[src/rtl/fnn_layer_pkg.sv]
// Shared types and helpers for the fully-connected layer output stage.
package fnn_layer_pkg;

  // Neuron result width shared with the neuron block (input width + 3).
  localparam int FNN_DATA_W = 29;

  // Collector pass states.
  typedef enum logic [1:0] {
    IDLE  = 2'd0,
    WAIT  = 2'd1,
    SHIFT = 2'd2,
    DONE  = 2'd3
  } fnn_state_e;

  // Integer ceiling division, used to size the beat count.
  function automatic int ceil_div(input int a, input int b);
    return (a + b - 1) / b;
  endfunction

endpackage

[src/rtl/fnn_relu.sv]
// Combinational ReLU on one two's-complement neuron result.
module fnn_relu
  import fnn_layer_pkg::*;
#(
  parameter int DATA_W = FNN_DATA_W
) (
  input  logic [DATA_W-1:0] din,
  output logic [DATA_W-1:0] dout
);

  // Negative values (sign bit set) clamp to zero, others pass unchanged.
  assign dout = din[DATA_W-1] ? '0 : din;

endmodule

[src/rtl/fnn_layer_collector.sv]
// Layer output collector: waits for every neuron of the layer, captures all
// results in one cycle, then streams them LANES per beat on valid/ready.
// Optional macro FNN_LAYER_RELU_EN applies ReLU to each result at capture.
//
// Handshake: a beat is transferred on a rising edge where out_valid and
// out_ready are both high; while out_valid is high and out_ready is low the
// beat (out_data, out_beat, out_last) holds steady and out_valid stays high
// unless restart aborts the pass.
module fnn_layer_collector
  import fnn_layer_pkg::*;
#(
  parameter int DATA_W      = FNN_DATA_W,
  parameter int NUM_NEURONS = 10,
  parameter int LANES       = 1,
  parameter int IDX_W       = 4
) (
  input  logic                          clk,
  input  logic                          rstn,
  input  logic                          start,
  input  logic                          restart,
  input  logic [NUM_NEURONS-1:0]        neuron_done,
  input  logic [NUM_NEURONS*DATA_W-1:0] neuron_data,
  input  logic [NUM_NEURONS-1:0]        weights_loaded,
  output logic                          out_valid,
  input  logic                          out_ready,
  output logic [LANES*DATA_W-1:0]       out_data,
  output logic [IDX_W-1:0]              out_beat,
  output logic                          out_last,
  output logic                          layer_ready,
  output logic                          neurons_finished,
  output logic                          transferred,
  output logic                          busy,
  output fnn_state_e                    state_dbg
);

  localparam int BEATS = ceil_div(NUM_NEURONS, LANES);
  localparam int PAD_W = BEATS * LANES * DATA_W;

  fnn_state_e                    state_q, state_d;
  logic [NUM_NEURONS*DATA_W-1:0] hold_q;
  logic [NUM_NEURONS*DATA_W-1:0] capture_data;
  logic [PAD_W-1:0]              hold_pad;
  logic [IDX_W-1:0]              beat_q;
  logic                          all_done;
  logic                          accept;
  logic                          last_beat;
  logic                          capture;

`ifdef FNN_LAYER_RELU_EN
  for (genvar i = 0; i < NUM_NEURONS; i++) begin : g_relu
    fnn_relu #(.DATA_W(DATA_W)) u_relu (
      .din  (neuron_data[i*DATA_W +: DATA_W]),
      .dout (capture_data[i*DATA_W +: DATA_W])
    );
  end
`else
  assign capture_data = neuron_data;
`endif

  assign all_done  = &neuron_done;
  assign out_valid = (state_q == SHIFT);
  assign last_beat = (beat_q == IDX_W'(BEATS - 1));
  assign accept    = out_valid && out_ready;
  assign capture   = (state_q == WAIT) && !restart && all_done;

  assign out_last         = out_valid && last_beat;
  assign out_beat         = out_valid ? beat_q : '0;
  assign neurons_finished = (state_q == SHIFT) || (state_q == DONE);
  assign transferred      = (state_q == DONE);
  assign busy             = (state_q == WAIT) || (state_q == SHIFT);
  assign state_dbg        = state_q;

  // State register.
  always_ff @(posedge clk or negedge rstn) begin
    if (!rstn) state_q <= IDLE;
    else       state_q <= state_d;
  end

  // Next-state logic; restart has priority over every other request.
  always_comb begin
    state_d = state_q;
    case (state_q)
      IDLE:    if (!restart && start)        state_d = WAIT;
      WAIT:    if (restart)                  state_d = IDLE;
               else if (all_done)            state_d = SHIFT;
      SHIFT:   if (restart)                  state_d = IDLE;
               else if (accept && last_beat) state_d = DONE;
      DONE:    if (restart)                  state_d = IDLE;
      default:                               state_d = IDLE;
    endcase
  end

  // Capture all neuron results once, on the edge where every neuron is done.
  always_ff @(posedge clk or negedge rstn) begin
    if (!rstn)        hold_q <= '0;
    else if (capture) hold_q <= capture_data;
  end

  // Beat counter: cleared in IDLE or on abort, advanced per accepted beat.
  always_ff @(posedge clk or negedge rstn) begin
    if (!rstn)                        beat_q <= '0;
    else if (state_q == IDLE || restart) beat_q <= '0;
    else if (accept && !last_beat)    beat_q <= beat_q + 1'b1;
  end

  // Beat mux over a zero-padded copy so unused lanes on the last beat read 0.
  always_comb begin
    hold_pad = '0;
    hold_pad[NUM_NEURONS*DATA_W-1:0] = hold_q;
    out_data = '0;
    if (out_valid) begin
      for (int b = 0; b < BEATS; b++) begin
        if (beat_q == IDX_W'(b)) out_data = hold_pad[b*LANES*DATA_W +: LANES*DATA_W];
      end
    end
  end

  // Layer readiness tracks the weight-load flags with one cycle of latency.
  always_ff @(posedge clk or negedge rstn) begin
    if (!rstn) layer_ready <= 1'b0;
    else       layer_ready <= &weights_loaded;
  end

endmodule

[config.mk]
export PLATFORM = sky130hd
export DESIGN_NAME = fnn_layer_collector
export DESIGN_NICKNAME = d
export VERILOG_FILES = /design/src/rtl/fnn_layer_pkg.sv /design/src/rtl/fnn_relu.sv /design/src/rtl/fnn_layer_collector.sv
export SDC_FILE = /design/constraint.sdc
export NUM_CORES = 1
export LEC_CHECK = 0
export ABC_AREA = 1
export BUFFER_PORTS_ARGS = -buffer_cell sky130_fd_sc_hd__buf_2
export CAP_MARGIN = 10
export CORE_MARGIN = 5
export CORE_UTILIZATION = 54
export DETAILED_ROUTE_END_ITERATION = 8
export PLACE_DENSITY = 0.84
export SETUP_SLACK_MARGIN = 0.15
export SYNTH_ARGS = -nofsm -noshare
export SYNTH_HDL_FRONTEND = slang
export SYNTH_SLANG_ARGS = --single-unit
[constraint.sdc]
create_clock -name clk -period 2.2 [get_ports clk]
set_input_delay 0.11 -clock clk [delete_from_list [all_inputs] [get_ports clk]]
set_output_delay 0.11 -clock clk [all_outputs]
set_load 0.05 [all_outputs]
; ---- Word level (Yosys, flattened, before mapping)
; Index checks and enable logic that the tools add are counted.
[word_totals]
register_bits = 297
in_bits = 315
[op_classes]
add_sub_neg = 1
eq_ne = 16
n_mux = 21
n_reduce_logical = 18
[op_table]
columns = op, count
row1 = 29-bit two-way mux, 11
row2 = 10-bit AND reduction, 2
row3 = "4-bit by 3-bit == test with 1-bit output, second input constant", 4
row4 = 2-bit two-way mux, 6
row5 = 4-bit two-way mux, 3
row6 = "4-bit by 2-bit == test with 1-bit output, second input constant", 2
row7 = "4-bit == test, second input constant", 2
row8 = 2-bit one-hot mux with 4 select lines, 1
row9 = 1-bit logical AND, 7
row10 = "4-bit by 1-bit adder with 4-bit output, second input constant", 1
row11 = "2-bit == test, second input constant", 2
row12 = "4-bit by 1-bit == test with 1-bit output, second input constant", 1
row13 = 4-bit zero test, 1
row14 = "2-bit != test, second input constant", 2
row15 = 4-bit AND reduction, 1
row16 = 1-bit logical OR, 3
row17 = "3-bit by 2-bit != test with 1-bit output, second input constant", 1
row18 = "3-bit != test, second input constant", 1
row19 = "2-bit by 1-bit == test with 1-bit output, second input constant", 1
row20 = 1-bit zero test, 2
row21 = 2-bit zero test, 1
row22 = 2-bit nonzero test, 1

; ---- Logic depth before layout (Yosys ltp)
; Gate-level depths: netlist (run 1).
[depth]
ltp_word = 12
mapped_depth = 16
ltp_nobuf = 13

; ---- Worst setup path after synthesis (run 1)
; No wires, ideal clock.
[synth_path]
kind = flip-flop to output port
from = reg state_q[0] (netlist: state_dbg[0])
to = out out_last
t_arrival_ns = 2.682
required_time_ns = 2.090
path_slack_ns = -0.592
stages_incl_launch_ff = 8
path_buffers = 3
cell_sequence = dfrtp_1 > inv_1 > ha_1 > clkbuf_1 > inv_1 > clkbuf_1 > clkbuf_1 > nor2_1
[synth_via]
elab_chain_cells = 2
[synth_lines]
columns = item, line
row1 = start: declaration, fnn_layer_collector.sv:39  ; fnn_state_e state_q, state_d;
row2 = start signal: assignment, fnn_layer_collector.sv:76  ; else state_q <= state_d;
row3 = 2-bit == test, fnn_layer_collector.sv:61  ; assign out_valid = (state_q == SHIFT);
row4 = net out_valid, fnn_layer_collector.sv:24  ; output logic out_valid,
row5 = 1-bit logical AND, fnn_layer_collector.sv:66  ; assign out_last = out_valid && last_beat;
row6 = end: declaration, fnn_layer_collector.sv:28  ; output logic out_last,
; The timed path passes the listed nets, and every way through them passes these cells.

; ---- Worst setup path after layout (run 1)
[layout_path]
from = reg beat_q[1]
to = out out_data[15]
[layout_via]
elab_chain_cells = 12
elab_cells_between_ends = 21
classes_between = 9 x eq/ne / 11 x mux / 1 x reduce/logical
[layout_lines]
columns = item, line
row1 = start: declaration, fnn_layer_collector.sv:43  ; logic [IDX_W-1:0] beat_q;
row2 = start signal: assignment, fnn_layer_collector.sv:103  ; else if (accept && !last_beat) beat_q <= beat_q + 1'b1;
row3 = 4-bit zero test, fnn_layer_collector.sv:113  ; if (beat_q == IDX_W'(b)) out_data = hold_pad[b*LANES*DATA_W +: LANES*DATA_W];
row4 = 29-bit two-way mux (9 in series), fnn_layer_collector.sv:113
row5 = 29-bit two-way mux (*), fnn_layer_collector.sv:113
row6 = 29-bit two-way mux (*), fnn_layer_collector.sv:111  ; if (out_valid) begin
row7 = end: declaration, fnn_layer_collector.sv:26  ; output logic [LANES*DATA_W-1:0] out_data,
; Mark *: on every way between the ends. The rest lies on a longest branch, timed or not.

==> results.sh, run 1 <==
export IMPL_status="complete, but fails checks"
export IMPL_violations="negative setup slack"
export IMPL_path_cells="inv_2 > ha_4 > inv_6 > buf_6 > nor2_4 > buf_6 > buf_12 > nor2_2 > nand2_1 > nand2_1 > nand3_2 > nand3b_1 > nand2_2 > clkinvlp_4 > buf_8"
export IMPL_cp_required_ns=2.09
export IMPL_grt_ovfl_total=0
export IMPL_htreeDepth=2
export IMPL_finalCriticalPeriod_ns=2.90
export IMPL_dieArea_sq_um=31200
export IMPL_yosysTopAreaCellShare_pct=49.6
export IMPL_grt_pass1_vias=17000
export IMPL_hpwl_um=30900
export IMPL_grt_max_degree=73
export IMPL_synthesis_area_sq_um=15000
export IMPL_regArea_sq_um=7440
export IMPL_tritoncts_num_buffers=34
export IMPL_clkSlewWorstSetupHoldPaths_ns=0.07
export IMPL_grt_util_met1_pct=41.1
export IMPL_grt_use_total_pct=40.3
export IMPL_synth_seq_cells=297
export IMPL_rows=61
export IMPL_wl_per_cell_um=24.8
export IMPL_yosys_top_cells_area="dfrtp_1, mux2_2, nand2_1"
export IMPL_synth_avg_cell_area_sq_um=9.54
export IMPL_worstPathArrival_ns=2.79
export IMPL_final_setup_viol_count=31
export IMPL_relSlewSlack_pct=65.9
export IMPL_die_y_um=177
export IMPL_finClkSkew_ns=0.0207
export IMPL_clock_sinks=297
export IMPL_drtAntennaViolNets=0
export IMPL_pwr_density_cell_nw_per_um2=583
export IMPL_nets=2571
export IMPL_clock_latency_ns=0.52
export IMPL_met3_usage_pct=13.7
export IMPL_slowest_delay_ns=0.39
export IMPL_p_leak_uw=0.0122
export IMPL_path_max_fanout=8
export IMPL_antenna_found_initial=17
export IMPL_drv_slew=0
export IMPL_place_inst=2267
export IMPL_drc=0
export IMPL_port_buffers=355
export IMPL_tightest_slew_ns=0.511
export IMPL_clk_path_buf_depth=3
export IMPL_fin_cells=2668
export IMPL_tns_ns=-15.80
export IMPL_drtIter0Drc=1970
export IMPL_cap_violations=0
export IMPL_rsz0062_at_grt="yes"
export IMPL_routed_wl_um=66100
export IMPL_startpoint_type="flop"
export IMPL_postSynthCellCount=1570
export IMPL_vias_per_cell=5.99
export IMPL_drive_gt1_share_pct=43.8
export IMPL_yosysTopAreaCell="dfrtp_1"
export IMPL_crit_path_end_kind="primary output"
export IMPL_synthToLayoutAreaGrowth_pct=53.8
export IMPL_ir_worst_vdd_v=0.000678
export IMPL_fmax_mhz=344
export IMPL_p_total_uw=13400
export IMPL_drtPass1Iterations=6
export IMPL_ioPinCount=356
export IMPL_use_met2_pct=67.1
export IMPL_fillers=1305
export IMPL_core_area_sq_um=27600
export IMPL_grt_pass1_wl_um=95700
export IMPL_worst_slack_ns=-0.703
export IMPL_yosysSeqAreaShare_pct=49.6
export IMPL_cts_tree="done"
export IMPL_yosysWarnings=0
export IMPL_hp_class="primary input to flop"
export IMPL_yosysUniqueCellTypes=33
export IMPL_vias=16000
export IMPL_multiInputGateArea_sq_um=6980
export IMPL_root_buffer="clkbuf_16"
export IMPL_start_util_pct=54.3
export IMPL_hold_viol_final=0
export IMPL_crit_family="buffers and inverters"
export IMPL_place_congestion=0.881
export IMPL_die_x_um=177
export IMPL_fin_crit_sh_pct=132
export IMPL_top_usage_layer="met2"
export IMPL_slowest_stage="dfrtp_1"
export IMPL_crit_type="flop to primary output"
export IMPL_path_buf_inv=7
export IMPL_syn_nets=1893
==> Yosys cell counts (all sizes together) <==
library cell  instances
inv                 164
o21ai                66
a21boi                1
buf                  68
o211ai                1
nor2                153
nor3b                 1
or2                  30
mux2                260
nand3                93
nand2               300
ha                    8
clkbuf               28
nand4                34
a22oi                 1
nand3b               27
nor3                  6
dfrtp               297
a21oi                32
==> metrics by stage <==
step | setup slack, ns | area, sq um | util, % | hold slack [ns]
after CTS | -0.439 | 22500 | 81.6 | 0.0533
after floorplan | 0.156 | 15100 | - | -0.186
after global placement | -0.0598 | 17600 | 64.0 | 0.0716
after global routing | -0.789 | 23000 | 83.5 | 0.124
final | -0.703 | 23000 | 83.6 | 0.0693
after detailed placement | -0.133 | 17600 | 64.0 | 0.0706
==> per-layer routing <==
layer  share of wire [%]  vias up
met1                  31     7541
li1                    -     6469
met5               0.095        -
met2                  48     1356
met3                 9.8      608
met4                  11       10
==> report_power, final <==
part	leakage [uW]	internal (uW)	total, uW	switching (uW)
Sequential	0.00398	5550	5630	77.6
Clock	0.000541	3300	5680	2380
Combinational	0.00767	918	2110	1190
==> worst register-to-register path: stages (launching register included) <==
cell and delay, ns:
dfrtp_1 0.39, inv_2 0.13, ha_4 0.20, inv_6 0.05, buf_4 0.13, buf_6 0.11, nor3_4 0.13, buf_4 0.14
buf_6 0.09, nand2_4 0.04, a22oi_2 0.15, o21ai_2 0.10, nor2_4 0.18, o211ai_1 0.16, o21ai_1 0.18
==> cells in the final DEF, fill, tap and decap left out, types with 27 or more instances in the layout <==
cell type      count
dlygate4sd3_1    295
nand4_1           34
nand2_2           86
buf_8             28
dfrtp_1          294
inv_2             28
a21oi_1           30
buf_4             35
mux2_2           260
nor2_1           137
buf_2            324
nand3_1           63
nand3_2           28
nand2_1          209
clkbuf_16         40
nand3b_1          27
o21ai_0           37
inv_1            114
or2_2             29
==> kinds of logic (layout without fill, tap and decap cells) <==
group / count (synthesis) / count (layout) / synth area share [%]
other cells: 0 / 20 / 0
buf+inv: 260 / 960 / 7.39
fa+ha+maj: 8 / 8 / 0.668
flops: 297 / 297 / 49.6
mux: 260 / 260 / 19.6
simple gates: 644 / 644 / 19.2
compound gates: 101 / 101 / 3.58
==> sequential cells by signal, indices dropped and copies added, names as in the netlist <==
name         count
hold_pad       290
beat_q           4
state_dbg        2
layer_ready      1
==> final cells by class <==
class / count / share of cell area [%]
multi-input combinational: 1013 / 30.3
clock buffer: 47 / 4.36
timing repair buffer: 738 / 27.4
tap: 378 / 2.05
sequential: 297 / 32.3
antenna: 20 / 0.217
clock inverter: 11 / 0.359
inverter: 164 / 3.03
==> path summary, 6_finish.rpt <==
check                         startpoint             to  slack, ns  depth (start not counted)
setup reg to reg               beat_q[1]   state_dbg[1]      -0.08                         14
setup / recovery               beat_q[1]   out_data[15]      -0.70                         15
hold / removal                     start   state_dbg[0]       0.07                          4
hold reg to reg            hold_pad[216]  hold_pad[216]       0.50                          1
min in group asynchronous           rstn  hold_pad[227]       0.12                          2
max in group asynchronous           rstn    layer_ready       1.30                          3
==> repair_timing <==
item | CTS | global route
gates resized for setup | 165 | 127
cloned | 9 | 3
endpoints found under the setup margin | 32 | 35
setup buffers | 12 | 4
hold buffers | 295 | 0
hold endpoints to repair | 428 | 0
pin swaps | 20 | 83
Note: power is estimated with default switching activity, not from simulation.
==> run 2: changes to the inputs <==
- CELL_PAD_IN_SITES_DETAIL_PLACEMENT: not set -> 0
- CELL_PAD_IN_SITES_GLOBAL_PLACEMENT: not set -> 1
- CORE_UTILIZATION: 54 -> 41
- PLACE_DENSITY: 0.84 -> 0.85
==> results.sh, run 2 (synthesized netlist as in run 1, its figures left out) <==
export IMPL_clkSlewWorstSetupHoldPaths_ns=0.06
export IMPL_grt_ovfl_total=0
export IMPL_drtPass1Iterations=5
export IMPL_drv_slew=0
export IMPL_rr_worst_depth=13
export IMPL_fmax_mhz=361
export IMPL_hpwl_um=32300
export IMPL_violations="negative setup slack"
export IMPL_wl_per_cell_um=19.7
export IMPL_crit_type="flop to primary output"
export IMPL_die_x_um=201
export IMPL_fin_cells=2770
export IMPL_ioPinCount=356
export IMPL_finalCriticalPeriod_ns=2.77
export IMPL_drc=0
export IMPL_timing_critical_path_to="out_data[7]"
export IMPL_hold_viol_final=0
export IMPL_grt_pass1_vias=15400
export IMPL_start_util_pct=41.2
export IMPL_clock_latency_ns=0.53
export IMPL_finish_utilization_pct=64.8
export IMPL_hold_depth=5
export IMPL_cts_tree="done"
export IMPL_tightest_slew_ns=0.586
export IMPL_r2r_start="beat_q[1]"
export IMPL_startpoint_type="flop"
export IMPL_core_area_sq_um=36300
export IMPL_p_total_uw=13600
export IMPL_crit_path_end_kind="primary output"
export IMPL_routed_wl_um=54700
export IMPL_clock_sinks=297
export IMPL_ir_worst_vdd_v=0.000505
export IMPL_vias_per_cell=5.09
export IMPL_rsz0062_at_grt="yes"
export IMPL_hold_ws_ns=0.0727
export IMPL_r2r_slack_ns=0.07
export IMPL_place_inst=2373
export IMPL_die_y_um=201
export IMPL_grt_use_total_pct=26.1
export IMPL_grt_pass1_wl_um=84300
export IMPL_htreeDepth=2
export IMPL_status="complete, but fails checks"
export IMPL_vias=14100
export IMPL_rows=70
export IMPL_largest_reg_flops=290
export IMPL_worst_slack_ns=-0.573
export IMPL_root_buffer="clkbuf_16"
export IMPL_reg2reg_to="beat_q[0]"
export IMPL_synthToLayoutAreaGrowth_pct=57.2
export IMPL_cp_startpoint="beat_q[1]"
export IMPL_port_buffers=355
export IMPL_clk_path_buf_depth=3
export IMPL_path_max_fanout=33
export IMPL_relSlewSlack_pct=60.9
export IMPL_finClkSkew_ns=0.00995
export IMPL_most_common_layout_cells="buf_2, dlygate4sd3_1, dfrtp_1"
export IMPL_p_leak_uw=0.0124
export IMPL_nets=2592
export IMPL_post_dp_cell_area_sq_um=18000
export IMPL_design_area_sq_um=23500
export IMPL_worstPathArrival_ns=2.66
export IMPL_fin_crit_sh_pct=126
export IMPL_antenna_found_initial=6
export IMPL_hp_class="primary input to flop"
export IMPL_final_setup_viol_count=30
export IMPL_tritoncts_num_buffers=35
export IMPL_place_congestion=0.818
export IMPL_fillers=2702
export IMPL_cap_violations=0
export IMPL_dieArea_sq_um=40400
export IMPL_pwr_density_cell_nw_per_um2=579
export IMPL_cp_required_ns=2.09
export IMPL_drive_gt1_share_pct=42.7
export IMPL_grt_max_degree=67
export IMPL_drtAntennaViolNets=0
export IMPL_final_common_cell="buf_2"
export IMPL_drtIter0Drc=1004
[run 2: cell count changes in the layout (fill, tap and decap cells not counted), sizes merged]
cell | previous run | this run
clkbuf | 50 | 57
bufinv | 1 | 4
buf | 440 | 454
dlygate4sd3 | 295 | 296
clkinv | 9 | 8
diode | 20 | 9
inv | 145 | 144
[run 2: metrics by stage]
stage / setup TNS (ns) / setup slack (ns)
after global placement: -1.18 / -0.0782
after CTS: -14.81 / -0.567
after floorplan: 0 / 0.156
after global routing: -18.24 / -0.711
after detailed placement: -2.38 / -0.125
final: -13.85 / -0.573
[run 2: area by class of cell]
class	count	area [sq um]	share of cell area (%)
flip-flops and latches	297	7440	31.6
repair buffers	758	6700	28.4
inverters	164	706	3.00
multi-input cells	1013	6910	29.4
well taps	468	586	2.49
clock inverters	12	160	0.680
diodes	9	22.5	0.0957
clock buffers	49	1020	4.34
[run 2: repair_timing]
item / in CTS / in global routing
pin swaps: 22 / 44
gates resized for setup: 152 / 94
buffers inserted: 12 / 3
endpoints found under the setup margin: 33 / 35
hold endpoints to repair: 356 / 0
gates cloned: 7 / 9
hold buffers: 296 / 0
[run 2: worst min-delay path by stage]
| stage | from | endpoint | slack (ns) |
|---|---|---|---|
| finish | out_ready | beat_q[3] | 0.07 |
| global route | out_ready | beat_q[3] | 0.1 |
| CTS | out_ready | beat_q[3] | 0.02 |
| detailed placement | rstn | hold_pad[283] | 0.11 |
| global placement | rstn | hold_pad[286] | 0.11 |
| floorplan | rstn | beat_q[0] | -0.19 |
[run 2: routing by layer]
metal | share of wire [%] | GRT usage, % | wire (um)
met3 | 5.3 | 4.30 | 2880
met4 | 5.4 | 13.7 | 2930
met5 | 0 | 0 | 0
met1 | 38 | 30.0 | 20600
met2 | 52 | 46.9 | 28300
[run 2: critical path, cell delays in order (launching register included)]
cell and delay (ns):
dfrtp_1 0.40, inv_2 0.12, ha_4 0.17, inv_6 0.04
buf_12 0.12, buf_6 0.11, nor3_4 0.18, inv_4 0.12
buf_12 0.18, buf_4 0.15, nor2_1 0.09, nor2_1 0.07
nand2_1 0.14, inv_2 0.05, buf_8 0.14
[run 2: report_power, final]
part           total [uW]  internal [uW]  switching (uW)  leakage, uW
Sequential           5610           5550            60.6      0.00398
Clock                6070           3700            2370     0.000588
Combinational        1940            900            1040      0.00787
==> run 3: changes to the inputs <==
- CORE_ASPECT_RATIO: not set -> 1.2
- CTS_CLUSTER_SIZE: not set -> 16
- SKIP_CTS_REPAIR_TIMING: not set -> 1
==> results.sh, run 3 (synthesized netlist as in run 1, its figures left out) <==
export IMPL_clk_path_buf_depth=3
export IMPL_use_met2_pct=34.9
export IMPL_path_max_fanout=7
export IMPL_antenna_found_initial=9
export IMPL_drtIter0Drc=909
export IMPL_crit_type="flop to primary output"
export IMPL_core_area_sq_um=36000
export IMPL_crit_path_end_kind="primary output"
export IMPL_final_common_cell="buf_2"
export IMPL_start_util_pct=41.5
export IMPL_final_setup_viol_count=30
export IMPL_combPwrFrac_pct=14.3
export IMPL_worstPathArrival_ns=2.64
export IMPL_met3_usage_pct=5.22
export IMPL_hp_class="primary input to flop"
export IMPL_slowest_delay_ns=0.45
export IMPL_grt_pass1_wl_um=68200
export IMPL_nets=2590
export IMPL_p_total_uw=13400
export IMPL_clock_latency_ns=0.52
export IMPL_multiInputGateArea_sq_um=6830
export IMPL_ir_worst_vdd_v=0.000678
export IMPL_rows=76
export IMPL_status="complete, but fails checks"
export IMPL_fillers=2695
export IMPL_clock_power_share_pct=43.8
export IMPL_root_buffer="clkbuf_16"
export IMPL_worst_slack_ns=-0.546
export IMPL_synthToLayoutAreaGrowth_pct=55.6
export IMPL_rsz0062_at_grt="yes"
export IMPL_port_buffers=355
export IMPL_grt_max_degree=65
export IMPL_grt_ovfl_total=0
export IMPL_cts_tree="done"
export IMPL_fmax_mhz=364
export IMPL_drc=0
export IMPL_switchingPower_uw=3430
export IMPL_finalCriticalPeriod_ns=2.75
export IMPL_finClkSkew_ns=0.00987
export IMPL_die_x_um=184
export IMPL_largest_reg_flops=290
export IMPL_drtAntennaViolNets=0
export IMPL_path_cells="inv_4 > ha_4 > inv_4 > buf_12 > clkbuf_16 > nand4_1 > nand3_2 > nand2_2 > nand4_1 > nand2_1 > nand2_1 > a21oi_2 > nor2_4 > buf_6"
export IMPL_crit_family="simple AND/OR/NAND/NOR gates"
export IMPL_ioPinCount=356
export IMPL_startpoint_type="flop"
export IMPL_violations="negative setup slack"
export IMPL_place_congestion=0.807
export IMPL_vias=13900
export IMPL_tritoncts_num_buffers=35
export IMPL_drive_gt1_share_pct=41.5
export IMPL_cp_required_ns=2.09
export IMPL_tns_ns=-13.58
export IMPL_p_leak_uw=0.0124
export IMPL_relSlewSlack_pct=63.6
export IMPL_p_seq_share_pct=41.9
export IMPL_vias_per_cell=5.03
export IMPL_regArea_sq_um=7440
export IMPL_hold_viol_final=0
export IMPL_p_sw_share_pct=25.6
export IMPL_top_usage_layer="met2"
export IMPL_intPower_uw=9980
export IMPL_fin_crit_sh_pct=125
export IMPL_post_dp_cell_area_sq_um=18000
export IMPL_htreeDepth=2
export IMPL_grt_util_met1_pct=28.4
export IMPL_cap_violations=0
export IMPL_hpwl_um=32300
export IMPL_grt_use_total_pct=21.2
export IMPL_drv_slew=0
export IMPL_clock_sinks=297
export IMPL_design_area_sq_um=23300
export IMPL_hold_ws_ns=0.0169
export IMPL_grt_pass1_vias=12700
export IMPL_pwr_density_cell_nw_per_um2=575
export IMPL_path_buf_inv=5
export IMPL_finish_utilization_pct=64.6
export IMPL_most_common_layout_cells="buf_2, dlygate4sd3_1, dfrtp_1"
export IMPL_slowest_stage="dfrtp_2"
export IMPL_routed_wl_um=53300
export IMPL_dieArea_sq_um=40500
export IMPL_die_y_um=219
export IMPL_clkSlewWorstSetupHoldPaths_ns=0.06
export IMPL_drtPass1Iterations=5
export IMPL_wl_per_cell_um=19.2
export IMPL_tightest_slew_ns=0.547
## run 3: tightest hold or removal path, cell delays in order
cell and delay, ns:
buf_2 0.10, nor2_1 0.08, inv_1 0.13, nor3b_2 0.06
## run 3: metrics by stage
step                worst slack (ns)  std cells
floorplan                      0.156       1570
global placement             -0.0523       2374
detailed placement            -0.106       2374
CTS                           -0.680       2434
global route                  -0.673       2765
finish                        -0.546       2769
## run 3: layout make-up
class	count	share of cell area, %
diodes	11	0.118
clock buffers	49	4.47
clock inverters	11	0.489
inverters	164	3.01
multi-input cells	1013	29.3
flip-flops and latches	297	31.9
well taps	468	2.51
repair buffers	756	28.2
## run 3: worst paths after layout
| path | startpoint | to | slack [ns] | depth (start not counted) |
|---|---|---|---|---|
| max | beat_q[1] | out_data[2] | -0.55 | 14 |
| min | restart | beat_q[2] | 0.02 | 4 |
| max reg2reg | beat_q[1] | state_dbg[0] | 0.16 | 12 |
| min reg2reg | hold_pad[177] | hold_pad[177] | 0.50 | 1 |
| max in group asynchronous | rstn | hold_pad[132] | 1.25 | 3 |
| min in group asynchronous | rstn | hold_pad[9] | 0.14 | 2 |
## run 3: per-layer routing
layer / vias to the layer above / share of wire [%]
met5: - / 0
met4: 0 / 3.0
met3: 109 / 7.2
met2: 533 / 51
met1: 6783 / 39
li1: 6501 / -
## run 3: power by group through the flow
stage / Clock [uW] / Sequential, uW / Combinational [uW]
finish: 5870 / 5620 / 1920
global route: 6220 / 5620 / 2060
CTS: 5970 / 5610 / 1400
detailed placement: 0 / 5710 / 1390
global placement: 0 / 5700 / 1370
floorplan: 0 / 5760 / 638
